$ cat src/rtl/vga_tile_fill.sv
// ---------------------------------------------------------------------------
// vga_tile_fill
//
// Purpose:
//   Command-driven rectangle fill engine for the 20x15 tile framebuffer that
//   the VGA scan-out stage reads (one 32-bit word per 32x32-pixel block).
//   The processor issues one fill command. The engine then writes the 3-bit
//   BGR colour into every tile of the rectangle, one tile per cycle, in
//   row-major order.
//
// Build option:
//   TILE_CLIP_EN  defined   : rectangles that run off the grid are clipped
//                             to the grid edge.
//                 undefined : rectangles that run off the grid are rejected
//                             whole (done + err, no writes).
//
// Ports:
//   clock      in   single clock, all state updates on its rising edge
//   reset      in   asynchronous, active-high, clears all state
//   cmd_valid  in   a command is present
//   cmd_ready  out  engine can accept a command (IDLE, reset released)
//   cmd_x      in   start column            (5 bits)
//   cmd_y      in   start row               (4 bits)
//   cmd_w      in   width in tiles, 0=empty (5 bits)
//   cmd_h      in   height in tiles, 0=empty(4 bits)
//   cmd_color  in   colour {B,G,R}
//   wr_stall   in   memory port busy; the presented write is not taken
//   wr_en      out  write request (registered)
//   wr_addr    out  12-bit word address (registered)
//   wr_data    out  {zeros, colour} (registered)
//   busy       out  engine is not IDLE
//   done       out  one-cycle pulse when a command completes
//   err        out  one-cycle pulse alongside done for a rejected command
// ---------------------------------------------------------------------------
module vga_tile_fill #(
  parameter logic [11:0] BASE_ADDR = 12'hE00,
  parameter int          H_BLOCKS  = 20,
  parameter int          V_BLOCKS  = 15,
  parameter int          DATA_W    = 32
) (
  input  logic              clock,
  input  logic              reset,
  input  logic              cmd_valid,
  output logic              cmd_ready,
  input  logic [4:0]        cmd_x,
  input  logic [3:0]        cmd_y,
  input  logic [4:0]        cmd_w,
  input  logic [3:0]        cmd_h,
  input  logic [2:0]        cmd_color,
  input  logic              wr_stall,
  output logic              wr_en,
  output logic [11:0]       wr_addr,
  output logic [DATA_W-1:0] wr_data,
  output logic              busy,
  output logic              done,
  output logic              err
);

  // Grid dimensions in the widths used by the datapath.
  localparam logic [5:0]  HB6  = 6'(H_BLOCKS);
  localparam logic [5:0]  VB6  = 6'(V_BLOCKS);
  localparam logic [11:0] HB12 = 12'(H_BLOCKS);

  typedef enum logic [1:0] {
    IDLE = 2'd0,
    FILL = 2'd1,
    DONE = 2'd2
  } state_t;

  // State and registered outputs
  state_t              r_state;
  logic [4:0]          r_x;
  logic [4:0]          r_col;
  logic [3:0]          r_row;
  logic [5:0]          r_xEnd;
  logic [5:0]          r_yEnd;
  logic [11:0]         r_rowBase;
  logic                r_wrEn;
  logic [11:0]         r_wrAddr;
  logic [DATA_W-1:0]   r_wrData;
  logic                r_done;
  logic                r_err;

  // Next-state values
  state_t              w_stateNext;
  logic [4:0]          w_xNext;
  logic [4:0]          w_colNext;
  logic [3:0]          w_rowNext;
  logic [5:0]          w_xEndNext;
  logic [5:0]          w_yEndNext;
  logic [11:0]         w_rowBaseNext;
  logic                w_wrEnNext;
  logic [11:0]         w_wrAddrNext;
  logic [DATA_W-1:0]   w_wrDataNext;
  logic                w_doneNext;
  logic                w_errNext;

  // Command decode
  logic                w_accept;
  logic [5:0]          w_xSum;
  logic [5:0]          w_ySum;
  logic [5:0]          w_xEnd;
  logic [5:0]          w_yEnd;
  logic                w_empty;
  logic                w_reject;
  logic [11:0]         w_rowBase;
  logic [11:0]         w_firstAddr;
  logic [DATA_W-1:0]   w_colorWord;

  // Fill walk
  logic                w_taken;
  logic                w_lastCol;
  logic                w_lastRow;
  logic [11:0]         w_nextRowBase;

  // cmd_ready is held low while reset is asserted, even though the state
  // register already reads IDLE at that point.
  assign cmd_ready = (r_state == IDLE) && !reset;
  assign busy      = (r_state != IDLE);
  assign w_accept  = cmd_valid && cmd_ready;

  assign wr_en   = r_wrEn;
  assign wr_addr = r_wrAddr;
  assign wr_data = r_wrData;
  assign done    = r_done;
  assign err     = r_err;

  // The sums are 6 bits wide: 31+31 and 15+15 both fit, so nothing wraps
  // before the clip against the grid edge.
  assign w_xSum = {1'b0, cmd_x} + {1'b0, cmd_w};
  assign w_ySum = {2'b0, cmd_y} + {2'b0, cmd_h};
  assign w_xEnd = (w_xSum > HB6) ? HB6 : w_xSum;
  assign w_yEnd = (w_ySum > VB6) ? VB6 : w_ySum;

  // Zero width or height gives an empty area. So does a start beyond the
  // grid, because the clipped end then lies at or before the start.
  assign w_empty = (w_xEnd <= {1'b0, cmd_x}) || (w_yEnd <= {2'b0, cmd_y});

`ifdef TILE_CLIP_EN
  assign w_reject = 1'b0;
`else
  assign w_reject = (w_xSum > HB6) || (w_ySum > VB6);
`endif

  assign w_rowBase   = BASE_ADDR + (12'(cmd_y) * HB12);
  assign w_firstAddr = w_rowBase + 12'(cmd_x);
  assign w_colorWord = {{(DATA_W-3){1'b0}}, cmd_color};

  assign w_taken       = r_wrEn && !wr_stall;
  assign w_lastCol     = ({1'b0, r_col} == (r_xEnd - 6'd1));
  assign w_lastRow     = ({2'b0, r_row} == (r_yEnd - 6'd1));
  assign w_nextRowBase = r_rowBase + HB12;

  // Next-state and next-output logic. Every output is registered, so this
  // block also computes the value each output takes in the following cycle.
  // Pulses default to zero. Everything else defaults to holding its value.
  always_comb begin
    w_stateNext   = r_state;
    w_xNext       = r_x;
    w_colNext     = r_col;
    w_rowNext     = r_row;
    w_xEndNext    = r_xEnd;
    w_yEndNext    = r_yEnd;
    w_rowBaseNext = r_rowBase;
    w_wrEnNext    = r_wrEn;
    w_wrAddrNext  = r_wrAddr;
    w_wrDataNext  = r_wrData;
    w_doneNext    = 1'b0;
    w_errNext     = 1'b0;

    case (r_state)
      IDLE: begin
        w_wrEnNext = 1'b0;
        if (w_accept) begin
          w_xNext       = cmd_x;
          w_colNext     = cmd_x;
          w_rowNext     = cmd_y;
          w_xEndNext    = w_xEnd;
          w_yEndNext    = w_yEnd;
          w_rowBaseNext = w_rowBase;
          if (w_reject) begin
            w_stateNext = DONE;
            w_doneNext  = 1'b1;
            w_errNext   = 1'b1;
          end else if (w_empty) begin
            w_stateNext = DONE;
            w_doneNext  = 1'b1;
          end else begin
            w_stateNext  = FILL;
            w_wrEnNext   = 1'b1;
            w_wrAddrNext = w_firstAddr;
            w_wrDataNext = w_colorWord;
          end
        end
      end

      FILL: begin
        // On a stall the defaults hold the address and data unchanged.
        if (w_taken) begin
          if (w_lastCol) begin
            if (w_lastRow) begin
              w_stateNext = DONE;
              w_wrEnNext  = 1'b0;
              w_doneNext  = 1'b1;
            end else begin
              w_colNext     = r_x;
              w_rowNext     = r_row + 4'd1;
              w_rowBaseNext = w_nextRowBase;
              w_wrAddrNext  = w_nextRowBase + 12'(r_x);
            end
          end else begin
            w_colNext    = r_col + 5'd1;
            w_wrAddrNext = r_wrAddr + 12'd1;
          end
        end
      end

      DONE: begin
        w_stateNext = IDLE;
        w_wrEnNext  = 1'b0;
      end

      default: begin
        w_stateNext = IDLE;
        w_wrEnNext  = 1'b0;
      end
    endcase
  end

  // State and output registers. The reset is asynchronous, so wr_en drops
  // as soon as reset rises. Any command in progress is discarded without
  // a done pulse.
  always_ff @(posedge clock or posedge reset) begin
    if (reset) begin
      r_state   <= IDLE;
      r_x       <= '0;
      r_col     <= '0;
      r_row     <= '0;
      r_xEnd    <= '0;
      r_yEnd    <= '0;
      r_rowBase <= BASE_ADDR;
      r_wrEn    <= 1'b0;
      r_wrAddr  <= BASE_ADDR;
      r_wrData  <= '0;
      r_done    <= 1'b0;
      r_err     <= 1'b0;
    end else begin
      r_state   <= w_stateNext;
      r_x       <= w_xNext;
      r_col     <= w_colNext;
      r_row     <= w_rowNext;
      r_xEnd    <= w_xEndNext;
      r_yEnd    <= w_yEndNext;
      r_rowBase <= w_rowBaseNext;
      r_wrEn    <= w_wrEnNext;
      r_wrAddr  <= w_wrAddrNext;
      r_wrData  <= w_wrDataNext;
      r_done    <= w_doneNext;
      r_err     <= w_errNext;
    end
  end

endmodule

$ cat config.mk
export PLATFORM = sky130hd
export DESIGN_NAME = vga_tile_fill
export DESIGN_NICKNAME = d
export VERILOG_FILES = /design/src/rtl/vga_tile_fill.sv
export SDC_FILE = /design/constraint.sdc
export NUM_CORES = 1
export LEC_CHECK = 0
export CORE_MARGIN = 2
export CORE_UTILIZATION = 28
export DETAILED_ROUTE_END_ITERATION = 10
export PLACE_DENSITY = 0.44
export SLEW_MARGIN = 10
export SYNTH_ARGS = -nofsm -noshare
export SYNTH_HDL_FRONTEND = slang
export SYNTH_SLANG_ARGS = --single-unit
$ cat constraint.sdc
create_clock -name clock -period 7.85 [get_ports clock]
set_input_delay 1.1775 -clock clock [delete_from_list [all_inputs] [get_ports clock]]
set_output_delay 1.1775 -clock clock [all_outputs]
set_load 0.1 [all_outputs]
==> flow_summary.yaml <==
setup_path:
  crit_path_end_kind: "flip-flop"
  crit_type: "input port to flip-flop"
  critPathLaunch: "cmd_x[0]"
  slowest_delay_ns: 0.49
  worstReg2RegStart: "r_xEnd[0]"
  critPathMaxFanout: 5
  critPathBufInv: 1
  cp.arrival_ns: 5.14
  crit_chain: "clkdlybuf4s50_1, ha_1, fa_1, a21oi_1, o21ai_0, a21boi_0, o2bb2ai_1, and2_1, ha_1, nor3b_1, a21oi_1, o2111ai_1, nor3b_2, and2b_1, mux2_2"
  cp-start-kind: "input port"
  cpMaxStageDelayCell: "clkdlybuf4s50_1"
  cp.required_ns: 8.05
  crit_family: "compound AO/OA/AOI/OAI gates"
sta:
  fmax_mhz: 203
  worst_pin_slew_ns: 0.990
  rsz0062_at_grt: "no"
  fin_crit_ns: 4.94
  fin_skew_ns: 0.00882
  slew_viol_final: 0
  fin_setup_tns_ns: 0
  fin_crit_sh_pct: 62.9
  maxSlewHeadroom_pct: 33.6
  finalSetupViolCount: 0
  hold_viol: 0
floorplan:
  initial_core_util_pct: 28.4
  die_area_sq_um: 17000
  ios: 74
  core_area_sq_um: 15800
  rows: 46
  die_height_um: 130
  die_w_um: 130
flow_run:
  timing.max_cap.violations: 0
grt:
  grt_pass1_wl_um: 17900
  antenna_found_initial: 0
  grt_max_degree: 56
  gr-total-overflow: 0
  gr-usage-all-layers_pct: 13.4
  grt_pass1_vias: 3402
synth:
  ys_async_sr_fraction_pct: 100
  yosysSeqAreaShare_pct: 30.9
  synthTopCellsByArea: "dfrtp_1 27%, ha_1 9.2%, xnor2_1 7.2%"
  netlist_instances: 480
  yosysTopAreaCell: "dfrtp_1"
  yosysWarnings: 0
  synth.distinct_cells: 62
  ys.flop_type: "dfrtp_1"
  synth-seq-cells: 55
  synth.cell_area_sq_um: 4480
  synth_area_per_cell_sq_um: 9.33
  synth_top_area_share_pct: 27.4
  synth_edf_count: 0
outcome:
  status: "complete, no violations"
detailed_routing:
  wl_um: 10700
  drc: 0
  wl_per_cell_um: 14.5
  dr.pass1.iters: 6
  drt-initial-drc-count: 112
  drtAntennaViolNets: 0
  via_count: 3428
  viasPerCell: 4.66
placement:
  dp_hpwl_um: 8230
  port_buffers: 44
  gp_congestion: 0.799
  placed_area_sq_um: 5020
clocking:
  clock_path_buffers: 2
  cts-root-buf: "clkbuf_16"
  post_cts_resize_count: 0
  cts_buffers: 5
  cts_max_level: 2
  tritoncts: "yes"
  cts_hold_buf: 0
  clock-sinks: 55
  cts.clk_slew.worst_paths_ns: 0.08
  clk_latency_ns: 0.31
  post_cts_buffers: 0
hold_path:
  min_from: "wr_addr[11]"
  hold_path_class: "flip-flop to flip-flop"
final_layout:
  multi_input_area_sq_um: 2820
  insertedDiodeCount: 0
  drive_gt1_share_pct: 11.2
  fin_area_sq_um: 5170
  area_growth_pct: 15.5
  layout.nets: 581
  seq_area_sq_um: 1380
  fill_cells: 1653
power_and_ir_drop:
  p_per_area_nw_per_um2: 340
  ir_worst_vdd_mv: 0.298
  p_leak_nw: 2.31
-- cell type report --
| class | instances | area share (%) |
|---|---|---|
| inverter | 21 | 1.52 |
| multi-input combinational | 388 | 54.5 |
| timing repair buffer | 48 | 9.09 |
| clock buffer | 5 | 2.42 |
| sequential | 55 | 26.7 |
| clock inverter | 3 | 0.508 |
| tap | 216 | 5.22 |
-- Yosys cell counts (all sizes together) (2+ instances only) --
| library cell | instances |
|---|---|
| dfrtp | 49 |
| nand2 | 41 |
| a21oi | 38 |
| xnor2 | 37 |
| buf | 35 |
| ha | 33 |
| nor2 | 28 |
| o21ai | 26 |
| mux2 | 25 |
| inv | 21 |
| mux2i | 14 |
| xor2 | 14 |
| nand3 | 11 |
| a21o | 10 |
| clkbuf | 9 |
| and2 | 7 |
| dfstp | 6 |
| nand2b | 6 |
| a31oi | 5 |
| nor3 | 5 |
| a21boi | 4 |
| and3 | 4 |
| fa | 4 |
| nand4 | 4 |
| nor3b | 4 |
| o22ai | 4 |
| o31ai | 4 |
| or2 | 4 |
| a211oi | 3 |
| o2111ai | 3 |
| and4 | 2 |
| nor2b | 2 |
| nor4 | 2 |
| o21bai | 2 |
-- metal layers --
layer / track usage, % / part of all wire, % / routed length [um]
met1: 18.8 / 50 / 5380
met2: 21.3 / 45 / 4760
met3: 2.81 / 3.8 / 409
met4: 3.13 / 1.0 / 110
met5: 0 / 0 / 0
-- cell usage in the layout (no fill, tap or decap), types with 4 or more instances in the layout --
cell type	n
dfrtp_1	49
clkdlybuf4s50_1	44
nand2_1	41
xnor2_1	37
a21oi_1	37
ha_1	33
conb_1	29
nor2_1	27
o21ai_0	26
inv_1	20
mux2_2	17
mux2i_1	14
xor2_1	14
a21o_1	10
nand3_1	10
mux2_4	8
and2_1	7
nand2b_1	6
dfstp_2	6
a31oi_1	5
clkbuf_16	5
nand4_1	4
o22ai_1	4
and3_1	4
nor3_1	4
fa_1	4
buf_4	4
-- cells by family after synthesis --
| kind of cell | Yosys count | synth area share, % |
|---|---|---|
| other | 1 | 0.0837 |
| xor gates and xnor gates | 51 | 9.97 |
| AOI/OAI and AO/OA | 105 | 14.8 |
| adders and majority gates | 37 | 11.0 |
| buffers and inverters | 65 | 8.55 |
| and+or+nand+nor | 127 | 14.6 |
| DFF | 55 | 30.9 |
| muxes | 39 | 10.1 |
-- through the flow --
stage | instances | utilization, % | hold slack (ns) | total power, mW | setup slack, ns
after floorplan | 508 | - | 0.449 | 1.32 | 3.62
after global placement | 728 | 31.8 | 0.486 | 1.53 | 2.53
after detailed placement | 728 | 31.8 | 0.482 | 1.53 | 2.47
after CTS | 736 | 32.8 | 0.499 | 1.78 | 2.79
after global routing | 736 | 32.8 | 0.527 | 1.89 | 2.50
final | 736 | 32.8 | 0.495 | 1.76 | 2.91
-- worst register-to-register path, cell delays in order (launching register included) --
cell and delay [ns]:
dfrtp_1 0.44, or3_1 0.42, nor3_1 0.19, xnor2_1 0.21
nand3_2 0.53, o31ai_4 0.61, o21bai_4 0.36, mux2_2 0.41
-- registers in the layout, summed over array words and instances, names as in the netlist --
name,flops
r_xEnd,6
r_row,4
r_col,5
wr_en,1
r_x,5
r_rowBase,10
r_yEnd,5
wr_data,3
wr_addr,12
err,1
done,1
r_state,2
-- power breakdown --
| part | switching, mW | leakage, nW | internal [mW] | total, mW |
|---|---|---|---|---|
| sequential | 0.121 | 0.656 | 0.377 | 0.498 |
| clock | 0.117 | 0.0752 | 0.122 | 0.239 |
| combinational | 0.665 | 1.58 | 0.359 | 1.02 |
| total | 0.902 | 2.31 | 0.858 | 1.76 |
-- final timing paths --
kind	to	slack, ns	cells after the start
worst max-delay path	wr_data[0]	2.91	15
worst min-delay path	wr_addr[11]	0.50	2
worst max register to register	wr_addr[9]	4.61	7
worst min register to register	wr_addr[11]	0.50	2
max in group asynchronous	r_row[3]	5.94	3
min in group asynchronous	wr_data[2]	1.42	3
(Power assumes the default switching activity.)
